File: config.mk
export PLATFORM = sky130hd
export DESIGN_NAME = bin2bcd_hex8_flat
export DESIGN_NICKNAME = d
export VERILOG_FILES = /design/src/rtl/bin2bcd_hex8_if.sv /design/src/rtl/bin2bcd_hex8.sv /design/src/flat_wrapper.sv
export SDC_FILE = /design/constraint.sdc
export NUM_CORES = 1
export LEC_CHECK = 0
export ABC_CLOCK_PERIOD_IN_PS = 2350
export BUFFER_PORTS_ARGS = -buffer_cell sky130_fd_sc_hd__buf_2
export CAP_MARGIN = 20
export CORE_AREA = 2 2 118 120
export DETAILED_ROUTE_END_ITERATION = 8
export DIE_AREA = 0 0 120 122
export HOLD_SLACK_MARGIN = 0.1
export MAX_ROUTING_LAYER = met4
export PLACE_DENSITY_LB_ADDON = 0.05
export REMOVE_ABC_BUFFERS = 1
export SETUP_SLACK_MARGIN = 0.05
export SLEW_MARGIN = 15
export SYNTH_ARGS = -nofsm -noshare
export SYNTH_HDL_FRONTEND = slang
export SYNTH_SLANG_ARGS = --single-unit
File: constraint.sdc
create_clock -name Clk -period 2.35 [get_ports Clk]
set_clock_uncertainty 0.05 [all_clocks]
set_input_delay 0.1175 -clock Clk [delete_from_list [all_inputs] [get_ports Clk]]
set_output_delay 0.1175 -clock Clk [all_outputs]
set_load 0.01 [all_outputs]
File: src/rtl/bin2bcd_hex8_if.sv
// Request/result bundle between application logic and the binary-to-BCD converter.
// The master drives the request (Start, Bin). The slave returns status and the packed BCD result.
interface bin2bcd_hex8_if #(
   parameter int BIN_W  = 27,
   parameter int DIGITS = 8
);
   logic                  Start;
   logic [BIN_W-1:0]      Bin;
   logic                  Busy;
   logic                  Done;
   logic                  Overflow;
   logic [4*DIGITS-1:0]   Bcd;

   modport master (
      output Start, Bin,
      input  Busy, Done, Overflow, Bcd
   );

   modport slave (
      input  Start, Bin,
      output Busy, Done, Overflow, Bcd
   );
endinterface

File: src/rtl/bin2bcd_hex8.sv
// Sequential shift-add-3 binary-to-BCD converter that feeds the seven-segment scanner.
// The Bcd and Overflow outputs change only at the Done pulse, so the display never
// shows a partially converted value.
//
// state | meaning
// IDLE  | waiting for Start; the last result is held on Bcd/Overflow
// SHIFT | one add-3/shift iteration per clock; BIN_W iterations in total
module bin2bcd_hex8 #(
   parameter int BIN_W  = 27,
   parameter int DIGITS = 8
) (
   input  logic          Clk,
   input  logic          Reset,
   bin2bcd_hex8_if.slave bus
);
   localparam int BCD_W = 4 * DIGITS;
   localparam int CNT_W = (BIN_W > 1) ? $clog2(BIN_W) : 1;
   localparam int EXT_W = (BIN_W > 64) ? BIN_W : 64;
   localparam logic [CNT_W-1:0] CNT_LAST = CNT_W'(BIN_W - 1);

   function automatic longint unsigned dec_max(input int n);
      longint unsigned v;
      v = 1;
      for (int i = 0; i < n; i++) v = v * 10;
      return v - 1;
   endfunction

   localparam longint unsigned BCD_MAX = dec_max(DIGITS);

   typedef enum logic [0:0] {IDLE, SHIFT} state_t;

   state_t               state, state_nxt;
   logic [BIN_W-1:0]     bin_sr;
   logic [BCD_W-1:0]     bcd_work;
   logic [CNT_W-1:0]     cnt;
   logic                 ovf_pend;
   logic                 done_q;
   logic                 ovf_q;
   logic [BCD_W-1:0]     bcd_q;

   logic                 load;
   logic                 step;
   logic                 last;
   logic                 over_max;
   logic [BCD_W-1:0]     bcd_adj;
   logic [BCD_W-1:0]     bcd_shift;
   logic [BIN_W-1:0]     bin_shift;
   logic [3:0]           nib;
   logic [EXT_W-1:0]     bin_ext;

   // Values above the largest displayable decimal saturate to all nines.
   assign bin_ext  = EXT_W'(bus.Bin);
   assign over_max = (bin_ext > EXT_W'(BCD_MAX));

   assign bus.Busy     = (state == SHIFT);
   assign bus.Done     = done_q;
   assign bus.Overflow = ovf_q;
   assign bus.Bcd      = bcd_q;

   // One iteration: correct each nibble independently, then shift {BCD, bin} left by one.
   always_comb begin
      bcd_adj = '0;
      nib     = '0;
      for (int i = 0; i < DIGITS; i++) begin
         nib = bcd_work[4*i +: 4];
         bcd_adj[4*i +: 4] = (nib >= 4'd5) ? (nib + 4'd3) : nib;
      end
      {bcd_shift, bin_shift} = {bcd_adj, bin_sr} << 1;
   end

   // Next-state and control decode.
   always_comb begin
      state_nxt = state;
      load      = 1'b0;
      step      = 1'b0;
      last      = 1'b0;
      case (state)
         IDLE: begin
            if (bus.Start) begin
               load      = 1'b1;
               state_nxt = SHIFT;
            end
         end
         SHIFT: begin
            step = 1'b1;
            if (cnt == CNT_LAST) begin
               last      = 1'b1;
               state_nxt = IDLE;
            end
         end
         default: state_nxt = IDLE;
      endcase
   end

   // State register.
   always_ff @(posedge Clk) begin
      if (Reset) state <= IDLE;
      else       state <= state_nxt;
   end

   // Working registers and the result outputs, which update only on the final iteration.
   always_ff @(posedge Clk) begin
      if (Reset) begin
         bin_sr   <= '0;
         bcd_work <= '0;
         cnt      <= '0;
         ovf_pend <= 1'b0;
         done_q   <= 1'b0;
         ovf_q    <= 1'b0;
         bcd_q    <= '0;
      end else begin
         done_q <= 1'b0;
         if (load) begin
            bin_sr   <= bus.Bin;
            bcd_work <= '0;
            cnt      <= '0;
            ovf_pend <= over_max;
         end
         if (step) begin
            bin_sr   <= bin_shift;
            bcd_work <= bcd_shift;
            cnt      <= cnt + CNT_W'(1);
         end
         if (last) begin
            bcd_q  <= ovf_pend ? {DIGITS{4'h9}} : bcd_shift;
            ovf_q  <= ovf_pend;
            done_q <= 1'b1;
         end
      end
   end
endmodule

File: src/flat_wrapper.sv
// flat-port wrapper written by rule: the top's interface ports become plain ports
module bin2bcd_hex8_flat 
#(
   parameter int BIN_W  = 27,
   parameter int DIGITS = 8
)
  (Clk, Reset, bus_Start, bus_Bin, bus_Busy, bus_Done, bus_Overflow, bus_Bcd);
  bin2bcd_hex8_if #(.BIN_W(BIN_W), .DIGITS(DIGITS)) bus_i ();
  input  logic Clk;
  input  logic Reset;
  input wire logic [$bits(bus_i.Start)-1:0] bus_Start;
  input wire logic [$bits(bus_i.Bin)-1:0] bus_Bin;
  output wire logic [$bits(bus_i.Busy)-1:0] bus_Busy;
  output wire logic [$bits(bus_i.Done)-1:0] bus_Done;
  output wire logic [$bits(bus_i.Overflow)-1:0] bus_Overflow;
  output wire logic [$bits(bus_i.Bcd)-1:0] bus_Bcd;
  assign bus_i.Start = bus_Start;
  assign bus_i.Bin = bus_Bin;
  assign bus_Busy = bus_i.Busy;
  assign bus_Done = bus_i.Done;
  assign bus_Overflow = bus_i.Overflow;
  assign bus_Bcd = bus_i.Bcd;
  bin2bcd_hex8 #(.BIN_W(BIN_W), .DIGITS(DIGITS)) u_core (.Clk(Clk), .Reset(Reset), .bus(bus_i));
endmodule
==> impl_metrics.csv, run 1 <==
group,metric,value,unit
worst_setup_path,critPathLaunchType,"register",
placed_design,io_buffers,64,
drt,antenna_left,0,
yosys,async_flop_share,0,%
worst_setup_path,reg2reg_from,"u_core.cnt[1]$_SDFFE_PP0P_",
clock_network,cts.path.max_buffers,2,
power_and_ir_drop,total_leakage_power,2.41,nW
worst_setup_path,cp-end-kind,"register",
worst_setup_path,startpoint,"u_core.cnt[1]$_SDFFE_PP0P_",
clock_network,h-tree-depth,3,
worst_setup_path,worstPathCellList,"ha_1 > nand2_1 > or3_1 > buf_4 > nor3_1 > nor3_1",
drt,drt_first_pass_iters,4,
clock_network,clock_latency,0.35,ns
power_and_ir_drop,ir_drop,458,µV
yosys,synth_top_cell_by_area,"dfxtp_1",
worst_setup_path,crit_fanout,11,
clock_network,path_clk_slew,0.07,ns
timing,relSlewSlack,49.2,%
yosys,synthMuxAreaShare,7.64,%
yosys,netlist_area,4710,µm²
yosys,synth_top_area_share,42.5,%
drt,post-route-drc-count,0,
global_route,grt_pass1_wl,18400,µm
yosys,synthCells,586,
yosys,synth.most_common_cell,"nor2_1",
floorplanning,rows,43,
power_and_ir_drop,power.density,625,nW/µm²
yosys,synth_cell_type_count,30,
yosys,synth_top_family_by_area,"simple AND/OR/NAND/NOR gates",
yosys,synth_ff_type,"dfxtp_1",
layout,fillCellCount,1411,
worst_setup_path,crit_path_end,"u_core.bus.Bcd[27]$_SDFFE_PP0P_",
global_route,grt_max_degree,81,
yosys,yosysSeqAreaShare,42.5,%
yosys,synth-seq-cells,100,
yosys,ys_warn_count,0,
timing,worst_slew_pin_slew,0.763,ns
placed_design,dpl.cell_count,803,
global_route,gr-usage-all-layers,16.2,%
floorplanning,top_level_ports,65,
drt,num_vias,4088,
yosys,synth_common_cells,"116 x nor2_1, 100 x dfxtp_1, 72 x a21oi_1",
yosys,synth-edff-count,0,
job,drv_cap,0,
drt,drt-initial-drc-count,296,
clock_network,cts_setup_buffers,0,
yosys,ys_top_cells_by_area,"dfxtp_1 42%, nor2_1 9.2%, a21oi_1 7.6%, mux2i_1 7.6%, nor3_1 5.6%",
layout,fin_cells,836,
timing,drv_slew,0,
worst_setup_path,critPathSlowestCell,"or3_1",
worst_setup_path,reg2reg_slack,0.42,ns
layout,layout.nets,699,
worst_setup_path,critPathArrivalTime,2.09,ns
layout,n_antenna_cell,0,
clock_network,cts_made_buffers,9,
timing,period_minus_slack,1.93,ns
timing,post-route-period-util,82.3,%
worst_setup_path,rr_endpoint,"u_core.bus.Bcd[27]$_SDFFE_PP0P_",
yosys,synth_xor_area_share,1.49,%
yosys,synth_compound_area_share,13.2,%
layout,area_delta_synth_final,20.2,%
worst_setup_path,cp_common_cell,"nor3_1",
clock_network,cts_resized,0,
clock_network,cts_hold_buf,17,
clock_network,root_buffer,"clkbuf_16",
global_route,overflow,0,
placed_design,dp_hpwl,7300,µm
global_route,grt_pass1_vias,3760,
yosys,syn_avg_cell_area,8.05,µm²
placed_design,dp_slack,0.429,ns
drt,viasPerCell,4.89,
floorplanning,die-area,14600,µm²
worst_setup_path,path_class,"reg2reg",
placed_design,gp_congestion,0.830,
drt,wirelength,11100,µm
yosys,synthSimpleGateAreaFrac,25.6,%
floorplanning,die_h,122,µm
timing,setup_viol,0,
yosys,yosys.area_share.adder,4.78,%
hold_path,holdCritPathClass,"in2reg",
floorplanning,die_x,120,µm
timing,fmax,517,MHz
floorplanning,start_util,34.9,%
worst_setup_path,ff2ff_path_depth,6,
layout,drive_above_1_share,14.5,%
clock_network,cts_tree,"built",
worst_setup_path,cp.required,2.51,ns
drt,wl_per_cell,13.3,µm
floorplanning,core_area,13500,µm²
worst_setup_path,slowest_delay,0.56,ns
clock_network,clock_sinks,100,
timing,rsz0062_at_grt,"false",
timing,hold_viol,0,
outcome,status,"finished clean",
timing,postLayoutSetupSlackWorst,0.415,ns
global_route,antenna_found_initial,0,
-- per-layer routing --
metal / routed length, µm / global-route usage (%)
met2: 5000 / 25.4
met5: 0 / -
met4: 130 / 4.04
met3: 555 / 5.20
met1: 5410 / 20.3
-- worst min-delay path by stage --
stage | end | slack (ns) | cells past startpoint | start
4_1_cts | u_core.bin_sr[8]$_SDFFE_PP0P_ | 0.10 | 5 | bus_Bin[8]
2_1_floorplan | u_core.bus.Overflow$_SDFFE_PP0P_ | 0.14 | 1 | Reset
6_report | u_core.bin_sr[23]$_SDFFE_PP0P_ | 0.11 | 5 | bus_Bin[23]
5_1_grt | u_core.bin_sr[18]$_SDFFE_PP0P_ | 0.12 | 5 | bus_Bin[18]
3_5_place_dp | u_core.bin_sr[0]$_SDFFE_PP0P_ | 0.39 | 3 | bus_Bin[0]
3_3_place_gp | u_core.bin_sr[0]$_SDFFE_PP0P_ | 0.38 | 3 | bus_Bin[0]
-- metrics by stage --
| step | util [%] | hold slack, ns | cell area, µm² | setup TNS (ns) | power [W] |
|---|---|---|---|---|---|
| 2_1_floorplan | - | 0.137 | 4550 | -97.43 | 0.00191 |
| 3_3_place_gp | 38.5 | 0.383 | 5190 | 0 | 0.00203 |
| 3_5_place_dp | 38.5 | 0.385 | 5190 | 0 | 0.00203 |
| 4_1_cts | 42.0 | 0.101 | 5670 | 0 | 0.00360 |
| 5_1_grt | 42.0 | 0.119 | 5670 | 0 | 0.00371 |
| 6_report | 42.0 | 0.109 | 5670 | 0 | 0.00354 |
-- logic make-up (layout without fill, tap and decap cells) --
kind of cell | after synthesis | after routing
and+or+nand+nor | 257 | 257
xor gates and xnor gates | 8 | 8
AOI/OAI and AO/OA | 110 | 110
adders and majority gates | 18 | 18
buffers and inverters | 57 | 127
muxes | 36 | 36
DFF | 100 | 100
-- flip-flops by register name, indices dropped and copies added, names as in the netlist --
signal / flops
u_core.ovf_pend: 1
u_core.bin_sr: 27
u_core.bus.Done: 1
u_core.cnt: 5
u_core.bus.Overflow: 1
u_core.bus.Busy: 1
u_core.bus.Bcd: 32
u_core.bcd_work: 32
-- area by class of cell --
cell class	instances	area (µm²)	area share (%)
Clock buffer	12	256	4.53
Timing Repair Buffer	93	581	10.2
Tap cell	180	225	3.97
Multi-Input combinational cell	429	2480	43.8
Sequential cell	100	2010	35.4
Clock inverter	4	47.5	0.839
Inverter	18	67.6	1.19
-- where the power goes --
part / internal [W] / switching (W) / total, W
sequential: 0.00173 / 0.0000189 / 0.00174
clock: 0.000881 / 0.000651 / 0.00153
combinational: 0.000102 / 0.000163 / 0.000266
-- cells in the final DEF, fill, tap and decap left out, types with 2 or more instances in the layout --
master,n
nor2_1,116
dfxtp_1,99
a21oi_1,72
buf_2,64
nor3_1,53
nand2_1,36
mux2i_1,36
nor3b_1,19
inv_1,18
o21ai_0,18
ha_1,18
dlygate4sd3_1,17
a22o_1,16
nand2b_1,15
buf_4,12
clkbuf_16,9
xnor2_1,8
nand4_1,4
nand3_1,3
nor3_4,2
nor2b_1,2
or4_1,2
a41oi_1,2
clkbuf_8,2
clkinv_2,2
-- critical path, delay by kind of cell (launching register included) --
kind / cells / cell delay (ns)
and+or+nand+nor: 4 / 0.90
buffers and inverters: 1 / 0.27
adders and majority gates: 1 / 0.17
DFF: 1 / 0.40
(Power assumes the default switching activity.)
==> run 2: changes to the inputs <==
- ABC_CLOCK_PERIOD_IN_PS: 2350 -> 2000
- clock period: 2.35 -> 2 ns (I/O delays scaled with it)
==> run 2 against run 1 <==
Net effect:
- die area unchanged
- first-iteration DRC count decreased by 21%
- sequential power increased by 18%
- critical path depth decreased by 1
- wire length increased by 1.5%
- sequential share of layout area decreased by 0.42 points
- largest cell class unchanged
- global-route usage increased by 0.15 points
- clock power increased by 6%
- design area increased by 1.2%
- non-clock buffer count increased by 10
- combinational power increased by 23%
==> impl_metrics.csv, run 2 (synthesis gave the netlist of run 1 again) <==
group,metric,value,unit
layout,fin_cells,845,
power_and_ir_drop,netSwitchingFraction,23.3,%
layout,stdcell_area,5740,µm²
worst_setup_path,critPathArrivalTime,1.95,ns
drt,post-route-drc-count,0,
power_and_ir_drop,ir_drop,490,µV
power_and_ir_drop,p_int,0.00306,W
layout,area_delta_synth_final,21.7,%
hold_path,hold_path_end,"u_core.bin_sr[25]$_SDFFE_PP0P_",
drt,wl_per_cell,13.3,µm
hold_path,holdCritPathClass,"in2reg",
power_and_ir_drop,power.density,696,nW/µm²
floorplanning,core_area,13500,µm²
worst_setup_path,path_class,"in2reg",
drt,viasPerCell,4.92,
worst_setup_path,reg2reg_slack,0.27,ns
timing,fmax,568,MHz
clock_network,root_buffer,"clkbuf_16",
placed_design,dp_hpwl,7630,µm
timing,rsz0062_at_grt,"false",
global_route,grt_pass1_vias,3857,
power_and_ir_drop,p_comb_share,8.2,%
outcome,status,"finished clean",
power_and_ir_drop,total_leakage_power,2.45,nW
worst_setup_path,critPathSlowestCell,"or4_1",
worst_setup_path,cp_common_cell,"or4_1",
worst_setup_path,rr_endpoint,"u_core.bus.Bcd[27]$_SDFFE_PP0P_",
worst_setup_path,ff2ff_path_depth,7,
worst_setup_path,worstPathCellList,"dlygate4sd3_1 > buf_2 > or4_1 > or4_1 > and3_1",
timing,setup_viol,0,
clock_network,clock_latency,0.34,ns
timing,period_minus_slack,1.76,ns
drt,drt_first_pass_iters,6,
power_and_ir_drop,seq_power_share,51.4,%
floorplanning,die_h,122,µm
clock_network,cts_made_buffers,9,
global_route,antenna_found_initial,0,
worst_setup_path,cp.required,2.19,ns
global_route,grt_pass1_wl,18500,µm
clock_network,cts_tree,"built",
worst_setup_path,slowest_delay,0.54,ns
drt,drt-initial-drc-count,234,
global_route,overflow,0,
placed_design,dpl_cell_area,5240,µm²
timing,hold_viol,0,
timing,worst_slew_pin_slew,0.583,ns
clock_network,clock_sinks,100,
worst_setup_path,crit_fanout,3,
layout,fillCellCount,1368,
floorplanning,start_util,34.9,%
placed_design,gp_congestion,0.749,
timing,timing.hold.ws,0.112,ns
layout,final_cell_mix,"116 x nor2_1, 99 x dfxtp_1, 72 x a21oi_1",
placed_design,io_buffers,64,
floorplanning,die-area,14600,µm²
drt,antenna_left,0,
worst_setup_path,cp-end-kind,"register",
power_and_ir_drop,pwr-share-clk,40.5,%
floorplanning,top_level_ports,65,
timing,drv_slew,0,
timing,post-route-period-util,88.0,%
job,drv_cap,0,
floorplanning,die_x,120,µm
drt,wirelength,11300,µm
worst_setup_path,critPathLaunchType,"input port",
global_route,grt_max_degree,62,
worst_setup_path,crit_buf_inv,2,
hold_path,hp-start,"bus_Bin[25]",
clock_network,path_clk_slew,0.07,ns
layout,n_antenna_cell,0,
placed_design,dpl.cell_count,807,
hold_path,hold_depth,5,
layout,drive_above_1_share,14.6,%
floorplanning,rows,43,
worst_setup_path,reg2reg_from,"u_core.cnt[0]$_SDFFE_PP0P_",
layout,final_common_cell,"nor2_1",
global_route,gr-usage-all-layers,16.4,%
layout,layout.nets,709,
clock_network,h-tree-depth,3,
worst_setup_path,critPathTopFamily,"simple AND/OR/NAND/NOR gates",
clock_network,cts.path.max_buffers,2,
power_and_ir_drop,p_switching,0.000931,W
drt,num_vias,4155,
timing,relSlewSlack,61.2,%
run 2: layer usage:
layer	vias to the layer above	global-route usage, %	wire [µm]
met5	-	-	0
met4	0	3.75	95
met3	6	4.87	599
met2	73	27.3	5440
met1	1927	19.5	5120
li1	2149	-	-
run 2: power groups by stage:
stage	logic (W)	registers (W)	clock network (W)
finish	0.000326	0.00205	0.00162
global route	0.000365	0.00205	0.00178
CTS	0.000331	0.00205	0.00169
detailed placement	0.000296	0.00210	0
global placement	0.000293	0.00210	0
floorplan	0.000113	0.00213	0
run 2: cell type report:
class / count / area (µm²) / share of cell area [%]
clock buffer: 13 / 260 / 4.54
multi-input combinational: 429 / 2480 / 43.3
tap: 180 / 225 / 3.93
inverter: 18 / 67.6 / 1.18
timing repair buffer: 103 / 683 / 11.9
clock inverter: 2 / 10.0 / 0.174
sequential: 100 / 2010 / 35.0
run 2: worst max-delay path by stage:
| stage | startpoint | endpoint | slack, ns | depth (start not counted) |
|---|---|---|---|---|
| after floorplan | u_core.bus.Busy$_SDFF_PP0_ | u_core.bus.Bcd[10]$_SDFFE_PP0P_ | -2.20 | 4 |
| after global placement | u_core.cnt[0]$_SDFFE_PP0P_ | u_core.bus.Bcd[28]$_SDFFE_PP0P_ | 0.31 | 7 |
| after detailed placement | u_core.cnt[0]$_SDFFE_PP0P_ | u_core.bus.Bcd[27]$_SDFFE_PP0P_ | 0.26 | 7 |
| after CTS | bus_Bin[19] | u_core.ovf_pend$_SDFFE_PP0P_ | 0.25 | 5 |
| after global routing | u_core.cnt[0]$_SDFFE_PP0P_ | u_core.bus.Bcd[27]$_SDFFE_PP0P_ | 0.14 | 7 |
| final | bus_Bin[19] | u_core.ovf_pend$_SDFFE_PP0P_ | 0.24 | 5 |
run 2: tightest hold or removal path: stages:
cell	delay (ns)
buf_2	0.11
mux2i_1	0.07
nor2_1	0.08
a21oi_1	0.04
nor2_1	0.07
run 2: stage by stage:
step / setup slack (ns) / setup TNS, ns / power, W / util, %
CTS: 0.248 / 0 / 0.00407 / 42.5
detailed placement: 0.263 / 0 / 0.00239 / 38.8
floorplan: -2.20 / -132.76 / 0.00224 / -
global placement: 0.309 / 0 / 0.00239 / 38.8
finish: 0.241 / 0 / 0.00400 / 42.5
global route: 0.138 / 0 / 0.00420 / 42.5
run 2: timing repair:
item | in CTS | in global routing
hold buffers | 23 | 0
hold endpoints to repair | 23 | 0
gates resized for setup | 0 | 0
buffers inserted | 0 | 0
==> run 3: changes to the inputs <==
==> constraint.sdc (replaced) <==
create_clock -name Clk -period 2 [get_ports Clk]
set_clock_uncertainty 0.05 [all_clocks]
set_input_delay 0.3 -clock Clk [delete_from_list [all_inputs] [get_ports Clk]]
set_output_delay 0.3 -clock Clk [all_outputs]
set_load 0.01 [all_outputs]
==> run 3 against run 2 <==
Net effect:
- core utilization is 1.8 points lower
- combinational power is 10% lower
- sequential share of layout area is 1.5 points higher
- critical endpoint is now bus_Busy
- critical path type is now reg2out
- wire length is 1.9% lower
- first-iteration DRC count is 1.7% higher
==> impl_metrics.csv, run 3 (synthesis gave the netlist of run 1 again) <==
group,metric,value,unit
drt,drt_first_pass_iters,4,
worst_setup_path,critPathSlowestCell,"buf_4",
timing,relSlewSlack,57.3,%
placed_design,dpl.cell_count,802,
layout,final_common_cell,"nor2_1",
timing,rsz0062_at_grt,"false",
timing,post-route-period-util,90.0,%
drt,wl_per_cell,13.5,µm
power_and_ir_drop,power.density,733,nW/µm²
layout,final_cell_mix,"116 x nor2_1, 99 x dfxtp_1, 72 x a21oi_1",
timing,worst_slew_pin_slew,0.641,ns
clock_network,clock_latency,0.35,ns
worst_setup_path,critPathLaunchType,"register",
worst_setup_path,crit_fanout,59,
global_route,antenna_found_initial,0,
floorplanning,core_area,13500,µm²
clock_network,cts_hold_buf,0,
timing,timing.hold.ws,0.213,ns
timing,setup_viol,0,
floorplanning,top_level_ports,65,
worst_setup_path,worstPathCellList,"buf_4 > buf_2",
placed_design,gp_congestion,0.785,
worst_setup_path,crit_buf_inv,2,
global_route,grt_max_degree,72,
clock_network,cts_made_buffers,9,
floorplanning,die_h,122,µm
layout,fillCellCount,1436,
global_route,overflow,0,
layout,layout.nets,681,
layout,n_antenna_cell,0,
worst_setup_path,startpoint,"u_core.bus.Busy$_SDFF_PP0_",
clock_network,clock_sinks,100,
floorplanning,rows,43,
worst_setup_path,critPathArrivalTime,1.45,ns
timing,setup_tns,0,ns
power_and_ir_drop,total_leakage_power,2.33,nW
clock_network,root_buffer,"clkbuf_16",
clock_network,cts_resized,0,
job,drv_cap,0,
clock_network,cts_tree,"built",
placed_design,dp_hpwl,6970,µm
clock_network,cts_setup_buffers,0,
timing,period_minus_slack,1.80,ns
timing,drv_slew,0,
power_and_ir_drop,ir_drop,402,µV
timing,hold_viol,0,
drt,antenna_left,0,
layout,area_delta_synth_final,16.6,%
hold_path,hp-start,"bus_Bin[0]",
clock_network,h-tree-depth,3,
clock_network,path_clk_slew,0.06,ns
layout,utilization,40.7,%
global_route,grt_pass1_wl,18200,µm
global_route,grt_pass1_vias,3771,
worst_setup_path,cp-end-kind,"output port",
layout,drive_above_1_share,14.2,%
worst_setup_path,slowest_delay,0.50,ns
hold_path,holdCritPathClass,"in2reg",
floorplanning,start_util,34.9,%
floorplanning,die-area,14600,µm²
worst_setup_path,path_class,"reg2out",
drt,drt-initial-drc-count,238,
placed_design,io_buffers,64,
worst_setup_path,reg2reg_from,"u_core.cnt[0]$_SDFFE_PP0P_",
clock_network,cts.path.max_buffers,2,
worst_setup_path,cp.required,1.65,ns
power_and_ir_drop,total_power,0.00403,W
worst_setup_path,critPathTopFamily,"buffers and inverters",
drt,viasPerCell,5.00,
drt,wirelength,11000,µm
timing,fmax,555,MHz
floorplanning,die_x,120,µm
drt,post-route-drc-count,0,
outcome,status,"finished clean",
drt,num_vias,4080,
layout,fin_cells,816,
global_route,gr-usage-all-layers,16.1,%
[run 3: changes by cell type in the layout (fill, tap and decap cells not counted), moves of 2 or more]
cell / before / now
dlygate4sd3_1: 23 / 0
buf_4: 15 / 8
buf_12: 1 / 3
clkbuf_8: 2 / 0
clkinv_2: 2 / 0
[run 3: layout make-up]
cell class	instances	area, µm²	area share [%]
inverter	18	67.6	1.23
sequential	100	2010	36.5
clock buffer	12	236	4.30
multi-input combinational	429	2480	45.2
timing repair buffer	75	440	8.01
clock inverter	2	37.5	0.683
tap	180	225	4.10
[run 3: worst register-to-register path, delay by kind of cell, from the launching register on]
kind,cells,cell delay (ns)
flip-flops,1,0.36
adder cells (fa/ha/maj),1,0.14
buffers and inverters,2,0.29
AND/OR/NAND/NOR,4,0.77
[run 3: layer usage]
layer	vias to the layer above	GRT usage, %	part of all wire, %
met3	7	3.98	3.9
met4	0	4.19	0.98
met2	75	26.7	47
met1	1901	19.6	48
met5	-	-	0
li1	2097	-	-
[run 3: final timing paths]
check | to | slack (ns) | cells past startpoint
worst max-delay path | bus_Busy | 0.20 | 2
worst max register to register | u_core.bus.Bcd[31]$_SDFFE_PP0P_ | 0.27 | 7
worst min register to register | u_core.bus.Overflow$_SDFFE_PP0P_ | 0.41 | 2
worst min-delay path | u_core.bin_sr[0]$_SDFFE_PP0P_ | 0.21 | 3
[run 3: where the power goes]
part / total (W) / switching [W] / internal [W]
sequential: 0.00205 / 0.0000222 / 0.00203
clock: 0.00169 / 0.000728 / 0.000958
combinational: 0.000293 / 0.000190 / 0.000103
total: 0.00403 / 0.000940 / 0.00309
[run 3: per-stage QoR]
stage | instance area, µm² | setup WS [ns]
global route | 5500 | 0.123
global placement | 5220 | 0.250
finish | 5500 | 0.200
floorplan | 4550 | -2.20
CTS | 5500 | 0.178
detailed placement | 5220 | 0.237
